[src/rtl/id_ex_pipe_reg_pkg.sv]
// Shared core definitions for the decode/execute boundary: datapath width,
// writeback and ALU encodings, and the bundled E-stage control word.
package id_ex_pipe_reg_pkg;

    localparam int XLEN = 32;

    // Writeback result select. The fourth code is unused by the decoder but is
    // named so that any 2-bit value captured from decode is a legal member.
    typedef enum logic [1:0] {
        RESULT_ALU  = 2'b00,
        RESULT_MEM  = 2'b01,
        RESULT_PC4  = 2'b10,
        RESULT_RSVD = 2'b11
    } result_src_t;

    // ALU operation select, covering the full 3-bit code space.
    typedef enum logic [2:0] {
        ALU_ADD = 3'b000,
        ALU_SUB = 3'b001,
        ALU_AND = 3'b010,
        ALU_OR  = 3'b011,
        ALU_XOR = 3'b100,
        ALU_SLT = 3'b101,
        ALU_SLL = 3'b110,
        ALU_SRL = 3'b111
    } alu_control_t;

    // All execute-stage control in one word so a bubble clears it in one step.
    typedef struct packed {
        logic         reg_write;
        result_src_t  result_src;
        logic         mem_write;
        logic         jump;
        logic         branch;
        alu_control_t alu_control;
        logic         alu_src;
    } ctrl_e_t;

    localparam ctrl_e_t CTRL_BUBBLE = '0;

endpackage

[src/rtl/id_ex_pipe_reg_sat_counter.sv]
// Event counter that sticks at all-ones instead of wrapping; cleared only by reset.
module sat_counter #(
    parameter int CNT_W = 32
) (
    input  logic             clk,
    input  logic             reset_n,
    input  logic             inc,
    output logic [CNT_W-1:0] count
);

    // Count one event per cycle that inc is high, holding once saturated.
    always_ff @(posedge clk or negedge reset_n) begin
        if (!reset_n) begin
            count <= '0;
        end else if (inc && (count != '1)) begin
            count <= count + CNT_W'(1);
        end
    end

endmodule

[src/rtl/id_ex_pipe_reg.sv]
// Decode/Execute pipeline register with hold, bubble insertion, validity
// tracking and saturating stall/bubble event counters.
module id_ex_pipe_reg #(
    parameter int XLEN  = id_ex_pipe_reg_pkg::XLEN,
    parameter int CNT_W = 32
) (
    input  logic             clk,
    input  logic             reset_n,
    input  logic             stall_e,
    input  logic             flush_e,
    input  logic             valid_d,
    input  logic [XLEN-1:0]  pc_d,
    input  logic [XLEN-1:0]  pc_plus4_d,
    input  logic [XLEN-1:0]  rd_data1_d,
    input  logic [XLEN-1:0]  rd_data2_d,
    input  logic [XLEN-1:0]  imm_ext_d,
    input  logic [4:0]       rs1_d,
    input  logic [4:0]       rs2_d,
    input  logic [4:0]       rd_d,
    input  logic             reg_write_d,
    input  logic             mem_write_d,
    input  logic             jump_d,
    input  logic             branch_d,
    input  logic             alu_src_d,
    input  logic [1:0]       result_src_d,
    input  logic [2:0]       alu_control_d,
    output logic             valid_e,
    output logic [XLEN-1:0]  pc_e,
    output logic [XLEN-1:0]  pc_plus4_e,
    output logic [XLEN-1:0]  rd_data1_e,
    output logic [XLEN-1:0]  rd_data2_e,
    output logic [XLEN-1:0]  imm_ext_e,
    output logic [4:0]       rs1_e,
    output logic [4:0]       rs2_e,
    output logic [4:0]       rd_e,
    output logic             reg_write_e,
    output logic             mem_write_e,
    output logic             jump_e,
    output logic             branch_e,
    output logic             alu_src_e,
    output logic [1:0]       result_src_e,
    output logic [2:0]       alu_control_e,
    output logic [CNT_W-1:0] stall_cnt,
    output logic [CNT_W-1:0] bubble_cnt
);

    import id_ex_pipe_reg_pkg::*;

    ctrl_e_t ctrl_d;
    ctrl_e_t ctrl_q;
    logic    stall_event;

    // Bundle the decode control bits into the E-stage control word.
    always_comb begin
        ctrl_d             = CTRL_BUBBLE;
        ctrl_d.reg_write   = reg_write_d;
        ctrl_d.result_src  = result_src_t'(result_src_d);
        ctrl_d.mem_write   = mem_write_d;
        ctrl_d.jump        = jump_d;
        ctrl_d.branch      = branch_d;
        ctrl_d.alu_control = alu_control_t'(alu_control_d);
        ctrl_d.alu_src     = alu_src_d;
    end

    // Stage register: flush clears everything (zero indices avoid false
    // forwarding and x0 writes), stall holds, otherwise capture decode.
    always_ff @(posedge clk or negedge reset_n) begin
        if (!reset_n) begin
            valid_e    <= 1'b0;
            pc_e       <= '0;
            pc_plus4_e <= '0;
            rd_data1_e <= '0;
            rd_data2_e <= '0;
            imm_ext_e  <= '0;
            rs1_e      <= '0;
            rs2_e      <= '0;
            rd_e       <= '0;
            ctrl_q     <= CTRL_BUBBLE;
        end else if (flush_e) begin
            valid_e    <= 1'b0;
            pc_e       <= '0;
            pc_plus4_e <= '0;
            rd_data1_e <= '0;
            rd_data2_e <= '0;
            imm_ext_e  <= '0;
            rs1_e      <= '0;
            rs2_e      <= '0;
            rd_e       <= '0;
            ctrl_q     <= CTRL_BUBBLE;
        end else if (!stall_e) begin
            valid_e    <= valid_d;
            pc_e       <= pc_d;
            pc_plus4_e <= pc_plus4_d;
            rd_data1_e <= rd_data1_d;
            rd_data2_e <= rd_data2_d;
            imm_ext_e  <= imm_ext_d;
            rs1_e      <= rs1_d;
            rs2_e      <= rs2_d;
            rd_e       <= rd_d;
            ctrl_q     <= ctrl_d;
        end
    end

    assign reg_write_e   = ctrl_q.reg_write;
    assign result_src_e  = ctrl_q.result_src;
    assign mem_write_e   = ctrl_q.mem_write;
    assign jump_e        = ctrl_q.jump;
    assign branch_e      = ctrl_q.branch;
    assign alu_control_e = ctrl_q.alu_control;
    assign alu_src_e     = ctrl_q.alu_src;

    // A stall only counts when it is not overridden by a flush.
    assign stall_event = stall_e & ~flush_e;

    sat_counter #(.CNT_W(CNT_W)) u_stall_cnt (
        .clk     (clk),
        .reset_n (reset_n),
        .inc     (stall_event),
        .count   (stall_cnt)
    );

    sat_counter #(.CNT_W(CNT_W)) u_bubble_cnt (
        .clk     (clk),
        .reset_n (reset_n),
        .inc     (flush_e),
        .count   (bubble_cnt)
    );

endmodule

[config.mk]
export PLATFORM = sky130hd
export DESIGN_NAME = id_ex_pipe_reg
export DESIGN_NICKNAME = d
export VERILOG_FILES = /design/src/rtl/id_ex_pipe_reg_pkg.sv /design/src/rtl/id_ex_pipe_reg_sat_counter.sv /design/src/rtl/id_ex_pipe_reg.sv
export SDC_FILE = /design/constraint.sdc
export NUM_CORES = 1
export LEC_CHECK = 0
export CAP_MARGIN = 20
export CORE_AREA = 5 5 167 169
export CTS_CLUSTER_DIAMETER = 60
export DETAILED_ROUTE_END_ITERATION = 16
export DIE_AREA = 0 0 172 174
export GPL_TIMING_DRIVEN = 0
export HOLD_SLACK_MARGIN = 0.12
export PLACE_DENSITY = 0.76
export SYNTH_ARGS = -nofsm -noshare
export SYNTH_HDL_FRONTEND = slang
export SYNTH_SLANG_ARGS = --single-unit
[constraint.sdc]
create_clock -name clk -period 3.9 [get_ports clk]
set_input_delay 0.78 -clock clk [delete_from_list [all_inputs] [get_ports clk]]
set_output_delay 0.78 -clock clk [all_outputs]
set_load 0.01 [all_outputs]
Yosys cells after proc, flatten, opt, wreduce, memory -nomap -nowiden

Cells that the tools add are included.

Div/mod/pow operators: 0
$mul: 0
Eq/ne operators: 3
Shift-type cells: 0
$lt $le $gt $ge: 0
Add/sub/neg operators: 2
Mux-type cells: 20
Reduce and logical (&&, ||, !) cells: 2
Bitwise operators: 2

Operators by type and width:

| kind                                                  | number |
|---|---|
| 2-to-1 mux 32 bit                                     | 10 |
| adder 32 x 1 -> 32 bit, second input constant         | 2 |
| inequality test 32 bit, second input constant         | 2 |
| 2-to-1 mux 5 bit                                      | 6 |
| 2-to-1 mux 10 bit                                     | 2 |
| logical AND 1 bit                                     | 2 |
| 2-to-1 mux 1 bit                                      | 2 |
| inequality test 2 x 1 -> 1 bit, second input constant | 1 |
| AND 1 bit                                             | 1 |
| inverter 1 bit                                        | 1 |

Bits in latches: 0
Output and inout bits: 250
Input port bits: 190
Bits in writable memories: 0
Memories kept: 0
Memory bits (read-only): 0
Flip-flop bits (word level): 250

Depth between registers and ports, before layout

Gate-level depths: netlist (run 1).

Word-level depth: 3
Mapped depth: 7
Gate-level depth less buffers: 6

Modules after synthesis

Synthesis (run 1) repeated with hierarchy kept, for this count alone.

Cells, all modules: 903
Area, all modules: 10806.6 um2

Modules (own cells, without submodules):

| module         | area each (um2) | instances | cells each | sequential area each (um2) |
|---|---|---|---|---|
| id_ex_pipe_reg | 7558.5          | 1         | 601        | 4654.5 |
| sat_counter    | 1624.1          | 2         | 151        | 800.8 |

Least setup slack after synthesis (run 1)

OpenSTA, ideal clock, no wires.

Path type: input-to-reg
Start: in stall_e
End: reg u_stall_cnt.count[28]
Arrival: 2.169 ns
Cell stages on the path: 7
Data required time: 3.835 ns
Library setup time: 0.065 ns
Path slack: 1.665 ns
Cells stage by stage: buf_4 nor2b_1 buf_2 nand2_1 or4_4 or3_1 nand2_1

Word-level cells in the longest chain between the ends: 2

RTL lines:

| element              | line                             | source |
|---|---|---|
| from (decl)          | id_ex_pipe_reg.sv:9              | `input logic stall_e,` |
| AND 1 bit            | id_ex_pipe_reg.sv:113            | `assign stall_event = stall_e & ~flush_e;` |
| logical AND 1 bit    | id_ex_pipe_reg_sat_counter.sv:15 | `end else if (inc && (count != '1)) begin` |
| to (signal assigned) | id_ex_pipe_reg_sat_counter.sv:16 | `count <= count + CNT_W'(1);` |
| to (decl)            | id_ex_pipe_reg_sat_counter.sv:8  | `output logic [CNT_W-1:0] count` |

No other way between the ends.
A chain may end at the register's enable or synchronous reset.

Worst setup path after layout (run 1)

Start: in flush_e
End: reg u_bubble_cnt.count[23]

Word-level cells in the longest chain between the ends: 1

RTL lines:

| element              | line                             | source |
|---|---|---|
| from (decl)          | id_ex_pipe_reg.sv:10             | `input logic flush_e,` |
| logical AND 1 bit    | id_ex_pipe_reg_sat_counter.sv:15 |  |
| to (signal assigned) | id_ex_pipe_reg_sat_counter.sv:16 |  |
| to (decl)            | id_ex_pipe_reg_sat_counter.sv:8  |  |

No other way between the ends.

==> out/results.txt, run 1 <==
Status - completed
Drc violations - 0
Seq/Total Area, Yosys - 59.2%
RSZ-0062 raised after global routing - false
Synthesized-area fraction occupied by and/or/nand/nor cells - 14.6%
Number of I/O pins - 440
Post-synthesis mux area share - 18.2%
Area taken by multi-input logic gates - 0.00411 sq mm
FP Rows - 60
Synth Area in XOR/XNOR - 4.64%
Buffers added on ports - 438
Mapped Area - 0.0106 sq mm
Crit Reg-Reg Endpoint - u_bubble_cnt.count[1]
Worst slew pin tran - 993 ps
First-pass GRT wire length - 52.4 mm
Synth Area in Adders - 0.237%
WS Path Type - primary input to register
Synth-to-layout area growth - 55.8%
Yosys Warn Count - 0
Cell taking the most area after synthesis - dfrtp_1
Min-delay src - u_bubble_cnt.count[13]
WP data required - 4310 ps
Gr ovfl total - 0
Number of synthesized flops with an enable pin - 0
Initial Utilization - 40.0%
DR vias - 8510
RD Place Congestion - 0.839
Hold Path End - u_bubble_cnt.count[13]
Final Hold Viols - 0
GRT Util Overall - 22.0%
Max-slew violation count - 0
Worst-path fanout max - 10
Number of CTS-inserted buffers - 29
Clk root buf - clkbuf_16
Most frequent cell after synthesis - dfrtp_1
Int Power - 5170 uW
DIE AREA - 0.0299 sq mm
Part of the power in combinational logic - 16.7%
Synth Flop Type - dfrtp_1
Max_cap viols - 0
CP Launch Type - primary input
# clock sinks - 250
Mapped Cells - 877
CTS tree - done
Register Area - 0.00626 sq mm
Largest family of logic cells by synthesized area - multiplexers
Worst-Skew Late Latency - 530 ps
Yosys top cell area share - 59.2%
R2R depth - 6
DRT Pass-1 Iters - 5
Clock Path Buffers - 3
R2r setup slk - 1750 ps
Final period utilization - 63.4%
Die width - 172 microns
Max VDD drop - 0.300 mV
Worst Skew - 6.66 ps
Post-synthesis async set-or-reset flop share - 100%
H-tree Lvls - 1
Routed Wire Length - 34.0 mm
Hold Path Class - register to register
Placed Cells - 1658
Die span in y - 174 microns
Yosys cell types - 48
Initial antenna violation count - 1
Post-route ant nets - 0
Leakage power - 0.00750 uW
Worst hold stages - 1
Worst Path Arrival - 2880 ps
Number of global-route vias before repair - 9094
DR WL/cell - 19.8 microns
Crit end category - register
Starting DRT DRC Count - 419
Clock Power Share - 40.9%
Worst r2r src - u_bubble_cnt.count[18]
Post-synth net total - 1069
Final HPWL DP - 25.8 mm
Synth Area in Compound Gates - 1.24%
Final Non-Filler Cells - 1713
CTS clock-pin slew for the worst setup and hold paths - 60 ps
Synth top cells by count - 250 x dfrtp_1, 190 x nor2_1, 188 x mux2i_1, 47 x xnor2_1, 31 x nand4_1
Sw Ratio - 25.1%
Largest net degree at the start of global routing - 119
FF+latch count, synth - 250
Post-layout min period - 2470 ps
Syn avg cell area - 12.0 sq um
CORE AREA - 0.0264 sq mm
Pwr Density - 419 mW/mm^2
Max_slew headroom - 33.8%
Setup_tns - 0 ps
Nets - 1541
Post CTS Setup Buffer Count - 0
Vias per cell - 4.97
Reg power frac - 42.3%
Share of cells above drive strength 1 - 5.84%
Area contributors post-synth - dfrtp_1 59%, mux2i_1 18%, nor2_1 6.8%
Net Switching - 1730 uW
Setup Viol. Count Final - 0
Fmax - 0.404 GHz
# fillers - 2149
critical path, cell delays in order:
cell	delay, ps
clkdlybuf4s50_1	470
buf_2	260
and4_1	290
nand4_1	190
a311oi_1	590
nand2_1	160
xnor2_1	160
flip-flops by register name, summed over array words and instances (netlist names), 2 cells and up:
name / cells
result_src_e: 2
rs1_e: 5
u_bubble_cnt.count: 32
alu_control_e: 3
pc_e: 32
rd_data2_e: 32
rs2_e: 5
u_stall_cnt.count: 32
pc_plus4_e: 32
imm_ext_e: 32
rd_e: 5
rd_data1_e: 32
per-stage QoR:
stage | area [sq um] | util [%] | setup slack [ps] | total power (uW) | hold WS [ps]
after floorplan | 10600 | - | 1670 | 3370 | 484
after global placement | 15400 | 58.2 | -8900 | 4100 | 479
after detailed placement | 15400 | 58.4 | 875 | 4130 | 476
after CTS | 16400 | 62.2 | 1430 | 6990 | 489
after global routing | 16500 | 62.3 | 1250 | 7210 | 505
final | 16500 | 62.3 | 1430 | 6900 | 484
power by group through the flow:
stage	Sequential, uW	Combinational, uW	Clock, uW
final	2920	1150	2820
after global routing	2950	1250	3010
after CTS	2920	1170	2900
after detailed placement	2970	1160	0
after global placement	2960	1140	0
after floorplan	3020	351	0
cell usage in the layout (no fill, tap or decap), drive strengths merged:
cell / netlist / routed
a2111oi: 3 / 3
a21oi: 5 / 5
a311oi: 1 / 1
a31oi: 1 / 1
and2: 8 / 8
and3: 16 / 16
and4: 11 / 11
buf: 25 / 28
bufinv: 0 / 4
clkbuf: 21 / 60
clkdlybuf4s50: 0 / 437
clkinv: 0 / 8
dfrtp: 250 / 250
diode: 0 / 1
dlygate4sd3: 0 / 1
ha: 2 / 2
inv: 2 / 4
mux2: 3 / 3
mux2i: 188 / 188
nand2: 20 / 20
nand2b: 1 / 1
nand3: 24 / 24
nand3b: 1 / 1
nand4: 32 / 32
nor2: 190 / 190
nor2b: 2 / 2
nor3: 2 / 2
nor3b: 1 / 1
nor4: 3 / 3
nor4b: 3 / 3
o21a: 1 / 1
o21ai: 2 / 2
or3: 1 / 1
or3b: 1 / 1
or4: 1 / 1
xnor2: 47 / 47
xor2: 9 / 9
worst max path at each step:
stage                 start                endpoint  slack, ps  depth (start not counted)
CTS                 flush_e  u_bubble_cnt.count[23]       1430                          7
global route        flush_e  u_bubble_cnt.count[23]       1250                          7
detailed placement  flush_e           rd_data2_e[1]        880                          5
floorplan           stall_e   u_stall_cnt.count[28]       1670                          7
finish              flush_e  u_bubble_cnt.count[23]       1430                          7
global placement    reset_n          pc_plus4_e[23]      -8900                          1
cell families after synthesis:
family,Yosys count
AND/OR/NAND/NOR,317
flip-flops,250
multiplexers,191
XOR/XNOR,56
buffers and inverters,48
AO/OA/AOI/OAI,13
adder cells (fa/ha/maj),2
metal layers:
layer	GRT usage, %	up-vias	part of all wire (%)
met5	0	-	0
met4	8.32	0	4.2
met3	7.25	79	9.7
met2	38.5	349	50
met1	24.9	4134	36
li1	-	3948	-
final cells by class:
class | instances | share of cell area [%]
clock buffer | 39 | 5.00
timing repair buffer | 441 | 27.1
multi-input combinational | 579 | 25.0
tap | 341 | 2.59
sequential | 250 | 38.0
antenna | 1 | 0.0152
inverter | 2 | 0.0456
buffer | 46 | 1.17
clock inverter | 14 | 1.11
timing repair:
item | in CTS | in global routing
hold buffers | 1 | 0
endpoints found under the hold margin | 26 | 0
resized for setup | 0 | 0
Note: power is estimated with default switching activity, not from simulation.
==> inputs of run 2 (changes only) <==
--- a/config.mk
+++ b/config.mk
@@ -6,10 +6,10 @@
 export NUM_CORES = 1
 export LEC_CHECK = 0
 export CAP_MARGIN = 20
-export CORE_AREA = 5 5 167 169
+export CORE_AREA = 5 5 168 170
 export CTS_CLUSTER_DIAMETER = 60
 export DETAILED_ROUTE_END_ITERATION = 16
-export DIE_AREA = 0 0 172 174
+export DIE_AREA = 0 0 173 175
 export GPL_TIMING_DRIVEN = 0
 export HOLD_SLACK_MARGIN = 0.12
 export PLACE_DENSITY = 0.76
==> constraint.sdc (replaced) <==
create_clock -name clk -period 2.6 [get_ports clk]
set_input_delay 0.52 -clock clk [delete_from_list [all_inputs] [get_ports clk]]
set_output_delay 0.52 -clock clk [all_outputs]
set_load 0.01 [all_outputs]
==> out/results.txt, run 2 (synthesis gave the netlist of run 1 again) <==
Status - completed
Leading cell type in the layout, fill and taps excluded - clkdlybuf4s50_1
Final Hold Viols - 0 (unchanged)
DR WL/cell - 19.7 microns (-0.51%)
CORE AREA - 0.0266 sq mm (+0.57%)
Max-slew violation count - 0 (unchanged)
Number of global-route vias before repair - 8948 (-1.6%)
Max_cap viols - 0 (unchanged)
Fmax - 0.453 GHz
Net Switching - 2610 uW (+50%)
Number of gates resized after cts - 0 (unchanged)
FP Rows - 60 (unchanged)
Hold Path Class - register to register
Global routing usage on met2 - 37.3% (-1.1 points)
Sw Ratio - 25.4% (+0.32 points)
RSZ-0062 raised after global routing - false
Part of the power in combinational logic - 16.7% (about the same)
H-tree Lvls - 1 (unchanged)
Gr ovfl total - 0 (unchanged)
Worst Path Arrival - 2610 ps (-270 ps)
Max stage delay on crit path - 580 ps (about the same)
Reg power frac - 42.8% (+0.5 points)
GRT Util Overall - 21.3% (-0.75 points)
Post-layout min period - 2210 ps
Post CTS Setup Buffer Count - 0 (unchanged)
Final period utilization - 84.8%
Placed Cells - 1658 (unchanged)
Final HPWL DP - 25.5 mm (-1.2%)
Die width - 173 microns (+0.58%)
Final instance area - 0.0165 sq mm (unchanged)
Routed Wire Length - 33.9 mm (-0.39%)
Pwr Density - 623 mW/mm^2 (+49%)
Share of cells above drive strength 1 - 5.90% (+0.060 points)
# clock sinks - 250 (unchanged)
Worst-Skew Late Latency - 530 ps (about the same)
Slowest CP cell - a311oi_1
Clk root buf - clkbuf_16
GRT met3 Usage - 6.77% (-0.48 points)
CTS tree - done
Initial antenna violation count - 1 (unchanged)
DR vias - 8527 (+0.20%)
Setup Viol. Count Final - 0 (unchanged)
Crit end category - register
Final Non-Filler Cells - 1715 (+0.12%)
Nets - 1542 (+0.065%)
Clock Power Share - 40.5% (-0.4 points)
Total power draw - 10300 uW (+49%)
Number of I/O pins - 440 (unchanged)
Clock Path Buffers - 3 (unchanged)
GRT Max-Usage Layer - met2
DP Area - 0.0154 sq mm (unchanged)
Area taken by multi-input logic gates - 0.00411 sq mm (unchanged)
Setup_tns - 0 ps (unchanged)
Buffers added on ports - 438 (unchanged)
WS Path Type - primary input to register
Largest net degree at the start of global routing - 109 (-8.4%)
First-pass GRT wire length - 52.0 mm (-0.75%)
Post-CTS Hold Buffers - 1 (unchanged)
Initial Utilization - 39.7% (-0.23 points)
CP Launch Type - primary input
DRT Pass-1 Iters - 4 (-1)
Post-layout util - 61.9% (-0.35 points)
CP cell instances - clkdlybuf4s50_1, buf_2, and4_1, nand4_1, a311oi_1, nand2_1, xnor2_1
Number of CTS-inserted buffers - 30 (+3.4%)
Top delay family on crit path - buffers and inverters
Max VDD drop - 0.532 mV (+77%)
DIE AREA - 0.0303 sq mm (+1.2%)
Antenna cell count - 0 (-1)
GR Layer Usage met1 - 25.2% (+0.32 points)
Worst Skew - 13.4 ps (+6.71 ps)
Die span in y - 175 microns (+0.57%)
Worst slew pin tran - 966 ps (-26.4 ps)
Drc violations - 0 (unchanged)
Vias per cell - 4.97 (about the same)
WP data required - 3010 ps (-1300 ps)
Commonest non-fill, non-tap cells in the layout - 437 x clkdlybuf4s50_1, 250 x dfrtp_1, 190 x nor2_1
Leakage power - 0.00748 uW (-0.24%)
Post-route ant nets - 0 (unchanged)
Register Area - 0.00626 sq mm (unchanged)
# fillers - 2159 (+0.47%)
RD Place Congestion - 0.855 (+1.9%)
Worst-path fanout max - 10 (unchanged)
Synth-to-layout area growth - 55.8% (unchanged)
Max_slew headroom - 35.6% (+1.8 points)
CTS clock-pin slew for the worst setup and hold paths - 60 ps (about the same)
Buf+Inv Stages, Crit Path - 2 (unchanged)
Int Power - 7650 uW (+48%)
Starting DRT DRC Count - 477 (+14%)
-- run 2: worst register-to-register path, cell delays in order, from the launching register on --
cell     delay, ps
dfrtp_1        420
and3_1         270
and4_1         220
buf_1          350
nand3_2        270
nand2_1        190
mux2_2         340
-- run 2: metrics by stage --
step	setup slack (ps)	hold slack (ps)
floorplan	625	224
global route	211	526
detailed placement	-145	479
CTS	414	493
finish	394	495
global placement	-9890	478
-- run 2: final timing paths --
kind | from | slack [ps] | to | depth (start not counted)
max in group asynchronous | reset_n | 1180 | u_bubble_cnt.count[28] | 3
min in group asynchronous | reset_n | 510 | pc_e[28] | 2
min | u_bubble_cnt.count[31] | 490 | u_bubble_cnt.count[31] | 1
max | flush_e | 390 | u_bubble_cnt.count[19] | 7
max reg2reg | u_bubble_cnt.count[18] | 440 | u_bubble_cnt.count[1] | 6
min reg2reg | u_bubble_cnt.count[31] | 490 | u_bubble_cnt.count[31] | 1
-- run 2: power groups by stage --
stage	combinational (uW)	clock (uW)	sequential, uW
after floorplan	526	0	4530
after global placement	1690	0	4450
after detailed placement	1730	0	4450
after CTS	1740	4270	4390
after global routing	1850	4450	4430
final	1710	4160	4390
-- run 2: layout make-up --
type	instances	share of cell area [%]
clock buffer	45	5.52
tap	341	2.59
inverter	2	0.0456
buffer	46	1.17
multi-input combinational	579	25.0
timing repair buffer	441	27.1
clock inverter	11	0.608
sequential	250	38.0
-- run 2: metal layers --
metal | routed length [microns] | vias up | part of all wire, %
met2 | 16900 | 324 | 50
met3 | 2670 | 62 | 7.9
met5 | 11 | - | 0.032
met4 | 1050 | 2 | 3.1
li1 | - | 3950 | -
met1 | 13200 | 4189 | 39
==> inputs of run 3 (changes only) <==
--- a/config.mk
+++ b/config.mk
@@ -6,13 +6,13 @@
 export NUM_CORES = 1
 export LEC_CHECK = 0
 export CAP_MARGIN = 20
-export CORE_AREA = 5 5 168 170
+export CORE_MARGIN = 5
+export CORE_UTILIZATION = 39
 export CTS_CLUSTER_DIAMETER = 60
 export DETAILED_ROUTE_END_ITERATION = 16
-export DIE_AREA = 0 0 173 175
 export GPL_TIMING_DRIVEN = 0
 export HOLD_SLACK_MARGIN = 0.12
-export PLACE_DENSITY = 0.76
+export PLACE_DENSITY = 0.77
 export SYNTH_ARGS = -nofsm -noshare
 export SYNTH_HDL_FRONTEND = slang
 export SYNTH_SLANG_ARGS = --single-unit
==> constraint.sdc (replaced) <==
create_clock -name clk -period 1.8 [get_ports clk]
set_input_delay 0.36 -clock clk [delete_from_list [all_inputs] [get_ports clk]]
set_output_delay 0.36 -clock clk [all_outputs]
set_load 0.01 [all_outputs]
==> out/results.txt, run 3 (synthesis gave the netlist of run 1 again) <==
Final period utilization - 101%
RSZ-0062 raised after global routing - true
# clock sinks - 250 (unchanged)
FP Rows - 60 (unchanged)
Worst Skew - 7.66 ps (-5.70 ps)
Number of CTS-inserted buffers - 29 (-3.3%)
Max VDD drop - 0.643 mV (+21%)
Post-layout min period - 1820 ps
CP cell instances - ha_4, and3_4, nand2_2, or4_4, or3_1, nand2_1
Max_cap viols - 0 (unchanged)
Buffers added on ports - 438 (unchanged)
DR vias - 8925 (+4.7%)
Number of I/O pins - 440 (unchanged)
Worst-path fanout max - 4 (-6)
Nets - 1606 (+4.2%)
CP Launch Type - register
Hold Path Class - primary input to asynchronous set/reset pin
First-pass GRT wire length - 54.9 mm (+5.7%)
Fmax - 0.549 GHz
H-tree Lvls - 1 (unchanged)
DIE AREA - 0.0305 sq mm (+0.65%)
Clk root buf - clkbuf_16
Die width - 175 microns (+0.90%)
CTS clock-pin slew for the worst setup and hold paths - 60 ps (about the same)
WS Path Type - register to register
Sw Ratio - 26.2% (+0.75 points)
Commonest non-fill, non-tap cells in the layout - 235 x dlygate4sd2_1, 230 x dfrtp_1, 189 x nor2_1
Leading cell type in the layout, fill and taps excluded - dlygate4sd2_1
Clock Power Share - 41.3% (+0.8 points)
Routed Wire Length - 36.2 mm (+6.9%)
Crit end category - register
Worst Path Arrival - 2290 ps (-320 ps)
Final HPWL DP - 25.6 mm (+0.44%)
Leakage power - 0.00896 uW (+20%)
Post-route ant nets - 0 (unchanged)
Post-layout util - 63.4% (+1.5 points)
Share of cells above drive strength 1 - 14.0% (+8.1 points)
Part of the power in combinational logic - 16.9% (+0.2 points)
Setup WS post-layout - -22.7 ps (-417 ps)
CTS tree - done
Reg power frac - 41.8% (-1.0 points)
DR WL/cell - 20.4 microns (+3.1%)
Slowest CP cell - or4_4
Initial antenna violation count - 1 (unchanged)
WP data required - 2270 ps (-740 ps)
DRT Pass-1 Iters - 4 (unchanged)
GRT Util Overall - 22.5% (+1.2 points)
Number of global-route vias before repair - 9397 (+5.0%)
Vias per cell - 5.02 (+0.96%)
Worst-Skew Late Latency - 540 ps (about the same)
CORE AREA - 0.0268 sq mm (+0.85%)
Worst slew pin tran - 941 ps (-25.7 ps)
Clock Path Buffers - 3 (unchanged)
Gr ovfl total - 0 (unchanged)
Pwr Density - 891 mW/mm^2 (+43%)
Max-slew violation count - 0 (unchanged)
Largest net degree at the start of global routing - 117 (+7.3%)
Critical path origin - u_stall_cnt.count[1]
Max_slew headroom - 37.3% (+1.7 points)
Final Hold Viols - 0 (unchanged)
Status - finished, violations left
Die span in y - 175 microns (-0.25%)
Drc violations - 0 (unchanged)
Pre-CTS WS - -737 ps (-592 ps)
Max stage delay on crit path - 540 ps (-40 ps)
Net Switching - 3970 uW (+52%)
Failing checks - setup timing
Initial Utilization - 39.4% (-0.33 points)
Setup Viol. Count Final - 7 (+7)
Starting DRT DRC Count - 513 (+7.5%)
Worst r2r src - u_stall_cnt.count[1]
Synth-to-layout area growth - 60.8%
RD Place Congestion - 0.891 (+4.2%)
Int Power - 11200 uW (+46%)
run 3: critical path: cells and delay by family, from the launching register on:
family / cells / cell delay [ps]
DFF: 1 / 390
and+or+nand+nor: 5 / 1200
adders and majority gates: 1 / 160
run 3: timing repair:
| item | in CTS | in global routing |
|---|---|---|
| cloned | 0 | 2 |
| endpoints found under the hold margin | 134 | 0 |
| setup buffers | 44 | 23 |
| gates resized for setup | 269 | 54 |
| setup endpoints to repair | 315 | 114 |
| hold buffers | 1 | 0 |
| pin swaps | 15 | 27 |
run 3: through the flow:
stage	cell area (sq um)	TNS [ps]	instances	hold slack [ps]	power, uW
floorplan	10600	-79.5	877	64.4	7320
global placement	15400	-2723900	1656	477	8900
detailed placement	15500	-95560	1658	216	8970
CTS	16600	-100	1755	244	15100
global route	17000	-1660	1778	270	15800
finish	17000	-83.8	1778	267	15100
run 3: final cells by class:
class | instances | area (sq um)
fill | 2142 | 9810
sequential | 250 | 6280
timing repair buffer | 508 | 4730
multi-input combinational | 579 | 4330
clock buffer | 35 | 778
tap | 341 | 427
clock inverter | 18 | 239
buffer | 44 | 193
inverter | 2 | 7.51
antenna | 1 | 2.50
run 3: power by group through the flow:
stage,Combinational [uW],Sequential (uW),Clock (uW)
after floorplan,770,6550,0
after CTS,2430,6310,6380
after global placement,2480,6430,0
after global routing,2760,6380,6620
after detailed placement,2540,6430,0
final,2560,6330,6250
run 3: path summary, 6_finish.rpt:
path                            cells past startpoint                     end  slack, ps
worst max-delay path                                6   u_stall_cnt.count[28]        -20
min in group clk                                    3            imm_ext_e[1]        420
worst min-delay path                                2        alu_control_e[0]        270
worst max register to register                      6   u_stall_cnt.count[28]        -20
max in group asynchronous                           4                 rd_e[3]        410
worst min register to register                      1  u_bubble_cnt.count[13]        490
run 3: routing by layer:
layer,up-vias,GRT usage (%),share of wire (%)
met5,-,0,0
met4,0,7.40,3.4
met3,82,6.70,7.8
met2,357,39.9,51
met1,4399,26.2,38
li1,4087,-,-
